File: src/rtl/seq_det_pkg.sv
// Shared types and helpers for the programmable serial pattern detector.
// The configuration struct is sized for the largest supported pattern so a
// single type serves every instance; each instance uses only the low bits it
// needs.
package seq_det_pkg;

   // Largest pattern length any instance may be built with (PAT_W <= PAT_W_MAX).
   localparam int PAT_W_MAX = 32;

   // Width of a length field able to hold 0..pat_w.
   function automatic int len_w(input int pat_w);
      return $clog2(pat_w) + 1;
   endfunction

   localparam int LEN_W_MAX = len_w(PAT_W_MAX);

   // Active detector configuration.
   typedef struct packed {
      logic [PAT_W_MAX-1:0] pattern;   // bit 0 = most recent bit in time
      logic [LEN_W_MAX-1:0] len;       // active length, 1..PAT_W
      logic                 overlap;   // 1 = matched bits may be reused
   } seq_cfg_t;

   // Lengths outside 1..pat_w are pulled to the nearest legal value, so a
   // zero length means "single bit" and an oversize one means "full width".
   function automatic int clamp_len(input int len, input int pat_w);
      if (len < 1)
         return 1;
      else if (len > pat_w)
         return pat_w;
      else
         return len;
   endfunction

   // Builds a configuration constant (used for the reset configuration).
   function automatic seq_cfg_t make_cfg(input logic [PAT_W_MAX-1:0] pattern,
                                         input int                   len,
                                         input int                   pat_w,
                                         input logic                 overlap);
      seq_cfg_t cfg;
      cfg.pattern = pattern;
      cfg.len     = LEN_W_MAX'(clamp_len(len, pat_w));
      cfg.overlap = overlap;
      return cfg;
   endfunction

endpackage

File: src/rtl/sat_counter.sv
// Saturating event counter with a sticky saturation flag.
// The count stops at all-ones; sat rises on the increment that reaches
// all-ones and stays high until clr or reset.
module sat_counter #(
   parameter int W = 8
) (
   input  logic         clk,
   input  logic         n_rst,
   input  logic         clr,
   input  logic         inc,
   output logic [W-1:0] count,
   output logic         sat
);

   localparam logic [W-1:0] MAX = '1;

   // Count events, holding at all-ones; clear has priority over increment.
   always_ff @(posedge clk or negedge n_rst) begin
      // NOTE: state registers use non-blocking assignments so every flop
      // samples pre-edge values, independent of statement order.
      if (!n_rst) begin
         count <= '0;
         sat   <= 1'b0;
      end else if (clr) begin
         count <= '0;
         sat   <= 1'b0;
      end else if (inc && (count != MAX)) begin
         count <= count + 1'b1;
         if (count == (MAX - 1'b1))
            sat <= 1'b1;
      end
   end

endmodule

File: src/rtl/seq_detector_param.sv
// Run-time programmable serial pattern detector.
// Keeps a shift history of valid input bits and a fill level (how many of
// those bits may still take part in a match). The match output is Mealy:
// it compares the history plus the bit being presented right now, so a
// match is flagged in the same cycle as the final pattern bit.
module seq_detector_param
   import seq_det_pkg::*;
#(
   parameter int               PAT_W       = 8,
   parameter int               CNT_W       = 8,
   parameter logic [PAT_W-1:0] RST_PATTERN = PAT_W'(8'b0000_1101),
   parameter int               RST_LEN     = 4,
   parameter logic             RST_OVERLAP = 1'b1
) (
   input  logic                      clk,
   input  logic                      n_rst,
   input  logic                      clear,
   input  logic                      cfg_load,
   input  logic [PAT_W-1:0]          cfg_pattern,
   input  logic [len_w(PAT_W)-1:0]   cfg_len,
   input  logic                      cfg_overlap,
   input  logic                      in_valid,
   input  logic                      in_bit,
   output logic                      match,
   output logic [CNT_W-1:0]          match_count,
   output logic                      count_sat
);

   localparam int       LEN_W   = len_w(PAT_W);
   localparam seq_cfg_t RST_CFG = make_cfg(PAT_W_MAX'(RST_PATTERN), RST_LEN,
                                           PAT_W, RST_OVERLAP);

   // Active configuration.
   logic [PAT_W-1:0] pattern;
   logic [LEN_W-1:0] len;
   logic             overlap;

   // The oldest history bit would only ever be shifted out, never compared:
   // the candidate word already spans PAT_W bits including in_bit, so the
   // history keeps PAT_W-1 bits.
   logic [PAT_W-2:0] hist;
   logic [LEN_W-1:0] fill;

   logic [PAT_W-1:0] cand;
   logic [PAT_W-1:0] mask;
   logic [LEN_W-1:0] len_load;
   logic [LEN_W-1:0] fill_inc;
   logic             hit;
   logic             fill_ok;
   logic             shift;

   assign cand = {hist, in_bit};

   // Build the compare mask (low len bits) and the clamped length to load.
   always_comb begin
      // NOTE: every always_comb output gets a default first so no path can
      // leave it unassigned and infer a latch.
      mask     = '0;
      len_load = LEN_W'(clamp_len(int'(cfg_len), PAT_W));
      for (int i = 0; i < PAT_W; i++)
         mask[i] = (i < int'(len));
   end

   // Pattern bits above len are masked out of the compare.
   assign hit     = ((cand ^ pattern) & mask) == '0;
   // The presented bit completes the pattern once len-1 usable bits are held.
   assign fill_ok = fill >= (len - 1'b1);
   // Fill saturates at len: older bits never matter for the compare.
   assign fill_inc = (fill < len) ? fill + 1'b1 : len;

   // Gated by n_rst so the pulse is low throughout reset even for a
   // single-bit reset pattern, where the reset fill would already qualify.
   assign match = n_rst & in_valid & ~clear & ~cfg_load & fill_ok & hit;

   // A valid bit that is not discarded by clear/cfg_load enters the history.
   assign shift = in_valid & ~clear & ~cfg_load;

   // Configuration register: loaded only by cfg_load, kept across clear.
   always_ff @(posedge clk or negedge n_rst) begin
      if (!n_rst) begin
         pattern <= RST_CFG.pattern[PAT_W-1:0];
         len     <= RST_CFG.len[LEN_W-1:0];
         overlap <= RST_CFG.overlap;
      end else if (cfg_load) begin
         pattern <= cfg_pattern;
         len     <= len_load;
         overlap <= cfg_overlap;
      end
   end

   // History and fill: flushed by clear or cfg_load, advanced on valid bits.
   always_ff @(posedge clk or negedge n_rst) begin
      if (!n_rst) begin
         hist <= '0;
         fill <= '0;
      end else if (clear || cfg_load) begin
         hist <= '0;
         fill <= '0;
      end else if (shift) begin
         hist <= cand[PAT_W-2:0];
         // In non-overlap mode a match consumes its bits: the next match
         // must be built entirely from bits that arrive afterwards.
         if (match && !overlap)
            fill <= '0;
         else
            fill <= fill_inc;
      end
   end

   sat_counter #(
      .W (CNT_W)
   ) u_match_count (
      .clk   (clk),
      .n_rst (n_rst),
      .clr   (clear),
      .inc   (match),
      .count (match_count),
      .sat   (count_sat)
   );

endmodule

File: config.mk
export PLATFORM = sky130hd
export DESIGN_NAME = seq_detector_param
export DESIGN_NICKNAME = d
export VERILOG_FILES = /design/src/rtl/seq_det_pkg.sv /design/src/rtl/sat_counter.sv /design/src/rtl/seq_detector_param.sv
export SDC_FILE = /design/constraint.sdc
export NUM_CORES = 1
export LEC_CHECK = 0
export CAP_MARGIN = 30
export CELL_PAD_IN_SITES_DETAIL_PLACEMENT = 0
export CELL_PAD_IN_SITES_GLOBAL_PLACEMENT = 1
export CORE_MARGIN = 4
export CORE_UTILIZATION = 38
export CTS_CLUSTER_DIAMETER = 100
export DETAILED_ROUTE_END_ITERATION = 16
export PLACE_DENSITY_LB_ADDON = 0.3
export SYNTH_ARGS = -nofsm -noshare
export SYNTH_HDL_FRONTEND = slang
export SYNTH_HIERARCHICAL = 1
export SYNTH_SLANG_ARGS = --single-unit
File: constraint.sdc
create_clock -name clk -period 2.45 [get_ports clk]
set_input_delay 0.3675 -clock clk [delete_from_list [all_inputs] [get_ports clk]]
set_output_delay 0.3675 -clock clk [all_outputs]
set_load 0.005 [all_outputs]
# After elaboration in Yosys (flattened, before gate mapping)
# Cells that the tools add are included.
word_totals:
  register_bits: 33
  input_bits: 19
  output_inout_bits: 10
  word_cells: 57
op_classes:
  add_sub_neg: 3
  n_lt_le_gt_ge: 12
  n_eq_ne: 2
  mux: 13
  n_bitwise: 11
  reduce_logical: 9
ops:
  columns: ["cell", "count"]
  rows:
  - ["$mux W4", 6]
  - ["$lt A3 B4 Y1 const A", 4]
  - ["$mux W8", 2]
  - ["$mux W7", 2]
  - ["$add A8 B1 Y8 const B", 1]
  - ["$and A8 B8 Y8", 1]
  - ["$eq A8 B8 Y1 const B", 1]
  - ["$logic_not A8 Y1", 1]
  - ["$lt A1 B4 Y1 const A", 2]
  - ["$lt A2 B4 Y1 const A", 2]
  - ["$ne A8 B8 Y1 const B", 1]
  - ["$xor A8 B8 Y8", 1]
  - ["$and A1 B1 Y1", 7]
  - ["$reduce_bool A2 Y1", 3]
  - ["$add A4 B1 Y4 const B", 1]
  - ["$ge A4 B4 Y1", 1]
  - ["$gt A4 B4 Y1 const B", 1]
  - ["$lt A4 B1 Y1 const B", 1]
  - ["$lt A4 B4 Y1", 1]
  - ["$sub A4 B1 Y4 const B", 1]
  - ["$mux W1", 3]
  - ["$logic_and A1 B1 Y1", 2]
  - ["$not A1 Y1", 2]
  - ["$reduce_and A2 Y1", 1]
  - ["2 further kinds", 2]

# Logic depth before layout (Yosys ltp)
# Gate-level depths: netlist of run 1.
logic_depth:
  ltp_word: 9
  mapped_depth: 12
  depth_no_buf: 12

# By module
# The synthesis of run 1 kept the hierarchy.
modules_own_cells:
  columns: ["module", "instances", "cells_each", "area_per_inst_um2", "seq_area_each_um2"]
  rows:
  - ["seq_detector_param", 1, 129, 1428.9, 606.8]
  - ["sat_counter", 1, 52, 479.2, 225.2]

# Worst setup path before layout of run 1
# Ideal clock, no wire load.
synth_timing:
  kind: "reg-to-reg"
  start: "register len[2]"
  end: "register u_match_count.count[5]"
  setup_time_ps: 77
  t_arrival_ps: 2570
  required_time_ps: 2373
  setup_slack_ps: -197
  stages_incl_launch_ff: 13
  n_path_buf: 1
  synth_period_minus_slack_ps: 2647
  path_cell_list: "dfstp_2 buf_2 nor3_1 xnor2_1 ha_1 o21a_1 nor2_1 nor3_2 and4b_1 and3_4 nand4_1 or3_1 a21oi_1"
synth_between:
  elab_chain_cells: 6
  elab_cells_between_ends: 16
  classes_between: "1 x add/sub; 9 x order compare; 3 x bitwise; 3 x reduce/logical"
synth_lines:
  columns: ["element", "line", "text"]
  rows:
  - ["start: declaration", "seq_detector_param.sv:35", "logic [LEN_W-1:0] len;"]
  - ["start signal: assignment", "seq_detector_param.sv:82", "len <= RST_CFG.len[LEN_W-1:0];"]
  - ["start signal: assignment", "seq_detector_param.sv:86", "len <= len_load;"]
  - ["$sub A4 B1 Y4, or another cell as far along", "seq_detector_param.sv:67", "assign fill_ok = fill >= (len - 1'b1);"]
  - ["$ge A4 B4 Y1 / $and A8 B8 Y8 (equally long branches)", "seq_detector_param.sv:67, seq_detector_param.sv:65", null]
  - ["$and A1 B1 Y1 / $logic_not A8 Y1 (equally long branches)", "seq_detector_param.sv:73, seq_detector_param.sv:65", null]
  - ["$and A1 B1 Y1 *", "seq_detector_param.sv:73", "assign match = n_rst & in_valid & ~clear & ~cfg_load & fill_ok & hit;"]
  - ["net match", "seq_detector_param.sv:24", "output logic match,"]
  - ["$logic_and A1 B1 Y1 *", "sat_counter.sv:27", "end else if (inc && (count != MAX)) begin"]
  - ["$reduce_bool A2 Y1 (no line) *", null, null]
  - ["end signal: assignment", "sat_counter.sv:28", "count <= count + 1'b1;"]
  - ["end: declaration", "sat_counter.sv:11", "output logic [W-1:0] count,"]
# Mark *: on every way through the listed nets, which the timed path passes. The rest lies on a longest branch.
# A chain may end at the register's enable or synchronous reset.

# Final worst setup path of run 1
layout_timing:
  start: "register len[0]"
  end: "output port match"
layout_between:
  elab_chain_cells: 4
  elab_cells_between_ends: 14
  classes_between: "1 x add/sub; 9 x order compare; 3 x bitwise; 1 x reduce/logical"
layout_lines:
  columns: ["element", "line"]
  rows:
  - ["$sub A4 B1 Y4, or another cell as far along", "seq_detector_param.sv:67"]
  - ["$ge A4 B4 Y1 / $and A8 B8 Y8 (equally long branches)", "seq_detector_param.sv:67, seq_detector_param.sv:65"]
  - ["$and A1 B1 Y1 / $logic_not A8 Y1 (equally long branches)", "seq_detector_param.sv:73, seq_detector_param.sv:65"]
  - ["$and A1 B1 Y1 *", "seq_detector_param.sv:73"]
  - ["end: declaration", "seq_detector_param.sv:24"]
# Mark *: on every way between the ends. The rest lies on a longest branch, timed or not.

==> flow_summary.yaml, run 1 <==
detailed_routing:
  wl_um: 4840
  antenna_left: 0
  drc: 0
  dr.pass1.iters: 4
  viasPerCell: 5.13
  post_drt_wl_per_cell_um: 15.6
  vias: 1589
  initialDrtViolationCount: 83
clock_network:
  clock_sinks: 33
  cts_buffers: 5
  ctsHoldBuffers: 0
  clk_pin_slew_ps: 70
  clk_path_buf_depth: 2
  htree_levels: 2
  cts_root_buffer: "clkbuf_8"
  clk_latency_ps: 290
  cts_tree: "yes"
worst_setup_path:
  cp.required_ps: 2080
  timing.rr.end: "u_match_count/count[5]"
  critPathLaunch: "len[0]"
  timing.rr.start: "len[1]"
  critical_path_class: "reg -> out"
  cp-start-kind: "flop"
  cp_max_fo: 3
  reg2reg_slack_ps: -90
  crit_arrival_ps: 2190
  ff2ff_path_depth: 12
  cp-end-kind: "output pin"
sta:
  fmax_mhz: 391
  finalSetupViolations: 2
  finalCriticalPeriod_ps: 2560
  rsz0062_at_grt: "true"
  slew_headroom_pct: 71.8
  setup_ws_ps: -107
  tns_ps: -199
  period_share_pct: 104
  finalClockSkew_ps: 6.92
  max_slew.worst_pin.slew_ps: 423
  slew_violations: 0
  hold_viol: 0
logic_synthesis:
  synth_ff_type: "dfrtp_1"
  synth-edff-count: 0
  synth_xor_area_share_pct: 5.97
  syn_inst: 181
  yosysTopAreaCell: "dfrtp_1"
  synth.area.mux_share_pct: 7.41
  synthAdderAreaFrac_pct: 9.18
  ys_async_sr_fraction_pct: 100
  synth_nets: 214
  netlist.area_leader.share_pct: 36.7
  yosys.cell_types.count: 47
  ys_top_cells_by_area: "dfrtp_1 (37%), ha_1 (9.2%), dfstp_2 (6.9%)"
  synth_area_um2: 1910
  ys_seq_elements: 33
  synth_top_family_by_area: "simple AND/OR/NAND/NOR gates"
  yosys.area_share.simple_pct: 16.8
  synth-seq-area-share_pct: 43.6
  yosysWarningCount: 6
  synth_compound_area_share_pct: 13.3
  synth_area_per_cell_um2: 10.5
power_and_ir_drop:
  peakVddDrop_uv: 325
  powerDensity_nw_per_um2: 490
  cellLeakagePower_nw: 1.16
  p_total_w: 0.00133
cells_and_area:
  utilization_pct: 56.6
  fin_nets: 275
  final_cell_count_no_fill: 310
  layout_common_cells: "buf_4 (30), dfrtp_1 (27), clkdlybuf4s50_1 (27), nor2_1 (14), ha_1 (11)"
  layout_commonest_cell: "buf_4"
  antennaDiodeCount: 0
  synthToLayoutAreaGrowth_pct: 41.9
  drive_gt1_share_pct: 32.9
floorplanning:
  start_util_pct: 39.9
  core_area_um2: 4790
  die_area_um2: 6220
  die_width_um: 78.9
  die_height_um: 78.9
  io_pins: 29
  fp-row-count: 25
flow_run:
  drv_cap: 0
grt:
  gr-usage-all-layers_pct: 16.5
  grt_pass1_wl_um: 8040
  antenna_found_initial: 0
  grt_overflow: 0
  grt_pass1_vias: 1638
  grt_max_degree: 34
hold_path:
  hold_class: "reg -> reg"
  min-delay-start: "u_match_count/sat"
  whs_path_depth: 2
  holdPathEnd: "u_match_count/sat"
place:
  dp_slack_ps: -110
  gp_congestion: 0.809
  io_buffers: 28
  placed_cells: 292
  hpwl_um: 3470
run_status:
  violations: "setup timing"
  outcome: "finished with violations"
through the flow:
step	instance area, um^2	hold slack (ps)
finish	2710	497
global route	2710	545
CTS	2670	504
detailed placement	2410	487
global placement	2410	487
floorplan	1920	71.9
how the worst max path moves through the flow:
stage / to / slack [ps] / depth (start not counted)
after floorplan: u_match_count/count[5] / -3 / 12
after global placement: u_match_count/count[7] / -100 / 10
after detailed placement: match / -110 / 8
after CTS: u_match_count/count[5] / -120 / 13
after global routing: u_match_count/count[5] / -220 / 13
final: match / -110 / 9
layer usage:
metal  global-route usage [%]  wire length (um)  vias up
met2                     28.0              2470       39
li1                         -                 -      776
met4                     6.53                70        0
met3                     3.06               172       10
met5                        0                 0        -
met1                     20.8              2130      764
final cells by class:
| class | instances | area (um^2) |
|---|---|---|
| clock buffer | 7 | 86.3 |
| clock inverter | 1 | 7.51 |
| fill | 405 | 2080 |
| inverter | 8 | 30.0 |
| multi-input combinational | 133 | 1130 |
| sequential | 33 | 833 |
| tap | 67 | 83.8 |
| timing repair buffer | 61 | 534 |
synth_stat cells, drive strengths merged, types with 4 or more instances:
cell and n:
inv 8, nand2b 4, xnor2 10, o21ai 9
nand2 5, nor2 15, mux2 9, a22o 7
dfstp 5, nand3 9, dfrtp 28, mux2i 4
a21oi 9, nor3 8, buf 5, ha 14
cell families (layout without fill, tap and decap cells):
family | after synthesis | after routing
AO/OA/AOI/OAI | 36 | 36
XOR/XNOR | 13 | 13
adder cells (fa/ha/maj) | 14 | 14
buffers and inverters | 15 | 77
flip-flops | 33 | 33
multiplexers | 13 | 13
AND/OR/NAND/NOR | 57 | 57
critical path, stage by stage, from the launching register on:
cell and delay, ps:
dfrtp_1 410, buf_6 140, nor3_4 120, xnor2_1 110, ha_1 230, a2111oi_4 330, nor3_2 80, and4b_2 230
buf_4 140, buf_2 120
power breakdown:
part / switching, W / internal (W)
sequential: 0.0000216 / 0.000574
combinational: 0.000126 / 0.000164
clock: 0.000213 / 0.000228
flip-flops by register name, indices dropped and copies added (netlist names):
| name | flops |
|---|---|
| fill | 4 |
| hist | 7 |
| len | 4 |
| overlap | 1 |
| pattern | 8 |
| u_match_count/count | 8 |
| u_match_count/sat | 1 |
repair_timing:
| action | CTS | global route |
|---|---|---|
| pin swaps | 8 | 3 |
| resized for setup | 23 | 5 |
| cloned | 0 | 0 |
| endpoints found under the setup margin | 4 | 13 |
| buffers inserted | 9 | 1 |
| hold endpoints to repair | 0 | 0 |
No activity file was read; power rests on OpenSTA's default activity.
==> inputs of run 2 (changes only) <==
--- a/config.mk
+++ b/config.mk
@@ -6,10 +6,8 @@
 export NUM_CORES = 1
 export LEC_CHECK = 0
 export CAP_MARGIN = 30
-export CELL_PAD_IN_SITES_DETAIL_PLACEMENT = 0
-export CELL_PAD_IN_SITES_GLOBAL_PLACEMENT = 1
 export CORE_MARGIN = 4
-export CORE_UTILIZATION = 38
+export CORE_UTILIZATION = 48
 export CTS_CLUSTER_DIAMETER = 100
 export DETAILED_ROUTE_END_ITERATION = 16
 export PLACE_DENSITY_LB_ADDON = 0.3
==> run 2 against run 1 <==
  * Total power fell by 0.76%
  * Critical path depth grew 5
  * Maximum frequency is 5.7% lower
  * Via count is 7.7% higher
  * The run still ends with setup timing left
  * Highest routed layer unchanged
  * Combinational power is 6% higher
  * Clock-buffer cell count down 2
==> flow_summary.yaml, run 2 (synthesized netlist as in run 1, its figures left out) <==
cells_and_area:
  multi_input_comb_area_um2: 1160
  ff_latch_area_um2: 832
  biggestRegsByFlops: "pattern (8), u_match_count/count (8), hist (7)"
  final_area_um2: 2720
  layout_common_cells: "dfrtp_1 (28), clkdlybuf4s50_1 (27), buf_4 (26), nor2_1 (14)"
  fin_nets: 275
  synthToLayoutAreaGrowth_pct: 42.7
  utilization_pct: 72.7
  antennaDiodeCount: 0
  drive_gt1_share_pct: 34.6
  n_fill_cell: 271
  final_cell_count_no_fill: 291
  layout_commonest_cell: "dfrtp_1"
clock_network:
  clk_path_buf_depth: 2
  cts_buffers: 5
  ctsHoldBuffers: 0
  clk_latency_ps: 290
  clock_sinks: 33
  cts_root_buffer: "clkbuf_8"
  cts_tree: "yes"
  htree_levels: 2
  clk_pin_slew_ps: 80
floorplanning:
  die_height_um: 71.1
  die_width_um: 71.1
  io_pins: 29
  fp-row-count: 22
  start_util_pct: 51.0
  core_area_um2: 3740
  die_area_um2: 5050
detailed_routing:
  initialDrtViolationCount: 73
  drc: 0
  viasPerCell: 5.88
  post_drt_wl_per_cell_um: 18.9
  dr.pass1.iters: 4
  antenna_left: 0
  wl_um: 5500
  vias: 1711
place:
  gp_congestion: 0.869
  hpwl_um: 3430
  io_buffers: 28
  placed_cells: 273
  placed_cell_area_um2: 2380
worst_setup_path:
  cp_max_fo: 3
  cp-start-kind: "flop"
  crit_arrival_ps: 2890
  cp.required_ps: 2630
  reg2reg_slack_ps: -260
  critical_path_class: "reg -> reg"
  cp-end-kind: "flop"
sta:
  finalSetupViolations: 10
  finalClockSkew_ps: 8.55
  slew_violations: 0
  setup_ws_ps: -263
  slew_headroom_pct: 67.6
  finalCriticalPeriod_ps: 2710
  period_share_pct: 111
  hold_slack_ps: 524
  max_slew.worst_pin.slew_ps: 484
  tns_ps: -1570
  rsz0062_at_grt: "true"
  fmax_mhz: 369
  hold_viol: 0
flow_run:
  drv_cap: 0
hold_path:
  hold_class: "reg -> reg"
power_and_ir_drop:
  powerDensity_nw_per_um2: 484
  peakVddDrop_uv: 288
  cellLeakagePower_nw: 1.17
grt:
  antenna_found_initial: 0
  grt_max_degree: 34
  grt_pass1_wl_um: 8430
  grt_pass1_vias: 1814
  gr-usage-all-layers_pct: 21.2
  grt_overflow: 0
run_status:
  outcome: "finished with violations"
  violations: "setup timing"
-- run 2: stage by stage --
step	total power, W	setup slack [ps]
after floorplan	0.000740	-3.37
after global placement	0.000837	-119
after detailed placement	0.000850	-188
after CTS	0.00129	-160
after global routing	0.00137	-338
final	0.00132	-263
-- run 2: cell type report --
| type | count | area share (%) |
|---|---|---|
| multi-input cells | 133 | 42.6 |
| inverters | 8 | 1.10 |
| repair buffers | 61 | 20.4 |
| clock buffers | 5 | 2.53 |
| clock inverters | 3 | 0.643 |
| flip-flops and latches | 33 | 30.6 |
| well taps | 48 | 2.21 |
-- run 2: power by group --
| part | leakage, nW | switching, W | internal (W) |
|---|---|---|---|
| combinational | 0.696 | 0.000140 | 0.000165 |
| sequential | 0.427 | 0.0000210 | 0.000574 |
| clock | 0.0439 | 0.000221 | 0.000196 |
| total | 1.17 | 0.000382 | 0.000936 |
-- run 2: final timing paths --
check                      startpoint                     end  depth (start not counted)
max reg2reg                    len[1]  u_match_count/count[5]                         14
min                           hist[6]                 hist[6]                          1
min reg2reg                   hist[6]                 hist[6]                          1
min in group asynchronous       n_rst                  len[0]                          2
max                            len[1]  u_match_count/count[5]                         14
max in group asynchronous       n_rst              pattern[2]                          2
-- run 2: metal layers --
layer / GRT usage, % / wire length (um) / up-vias
li1: - / - / 782
met1: 24.2 / 2220 / 860
met2: 37.6 / 2900 / 54
met3: 4.83 / 226 / 15
met4: 9.39 / 143 / 0
met5: 0 / 0 / -
-- run 2: worst max-delay path: stages (launching register included) --
cell and delay [ps]:
dfrtp_1 410, buf_6 140, nor3_4 160, xnor2_1 90, ha_2 320, o21a_1 120
nor2_1 50, nor3_2 180, and4b_2 290, buf_6 100, and3_4 160, nand4_1 120
buf_4 160, o21ai_0 190, a21oi_1 100
-- run 2: what timing repair did --
item,in CTS,in global routing
gates resized for setup,14,22
setup endpoints to repair,4,10
setup buffers,5,5
pin swaps,2,13
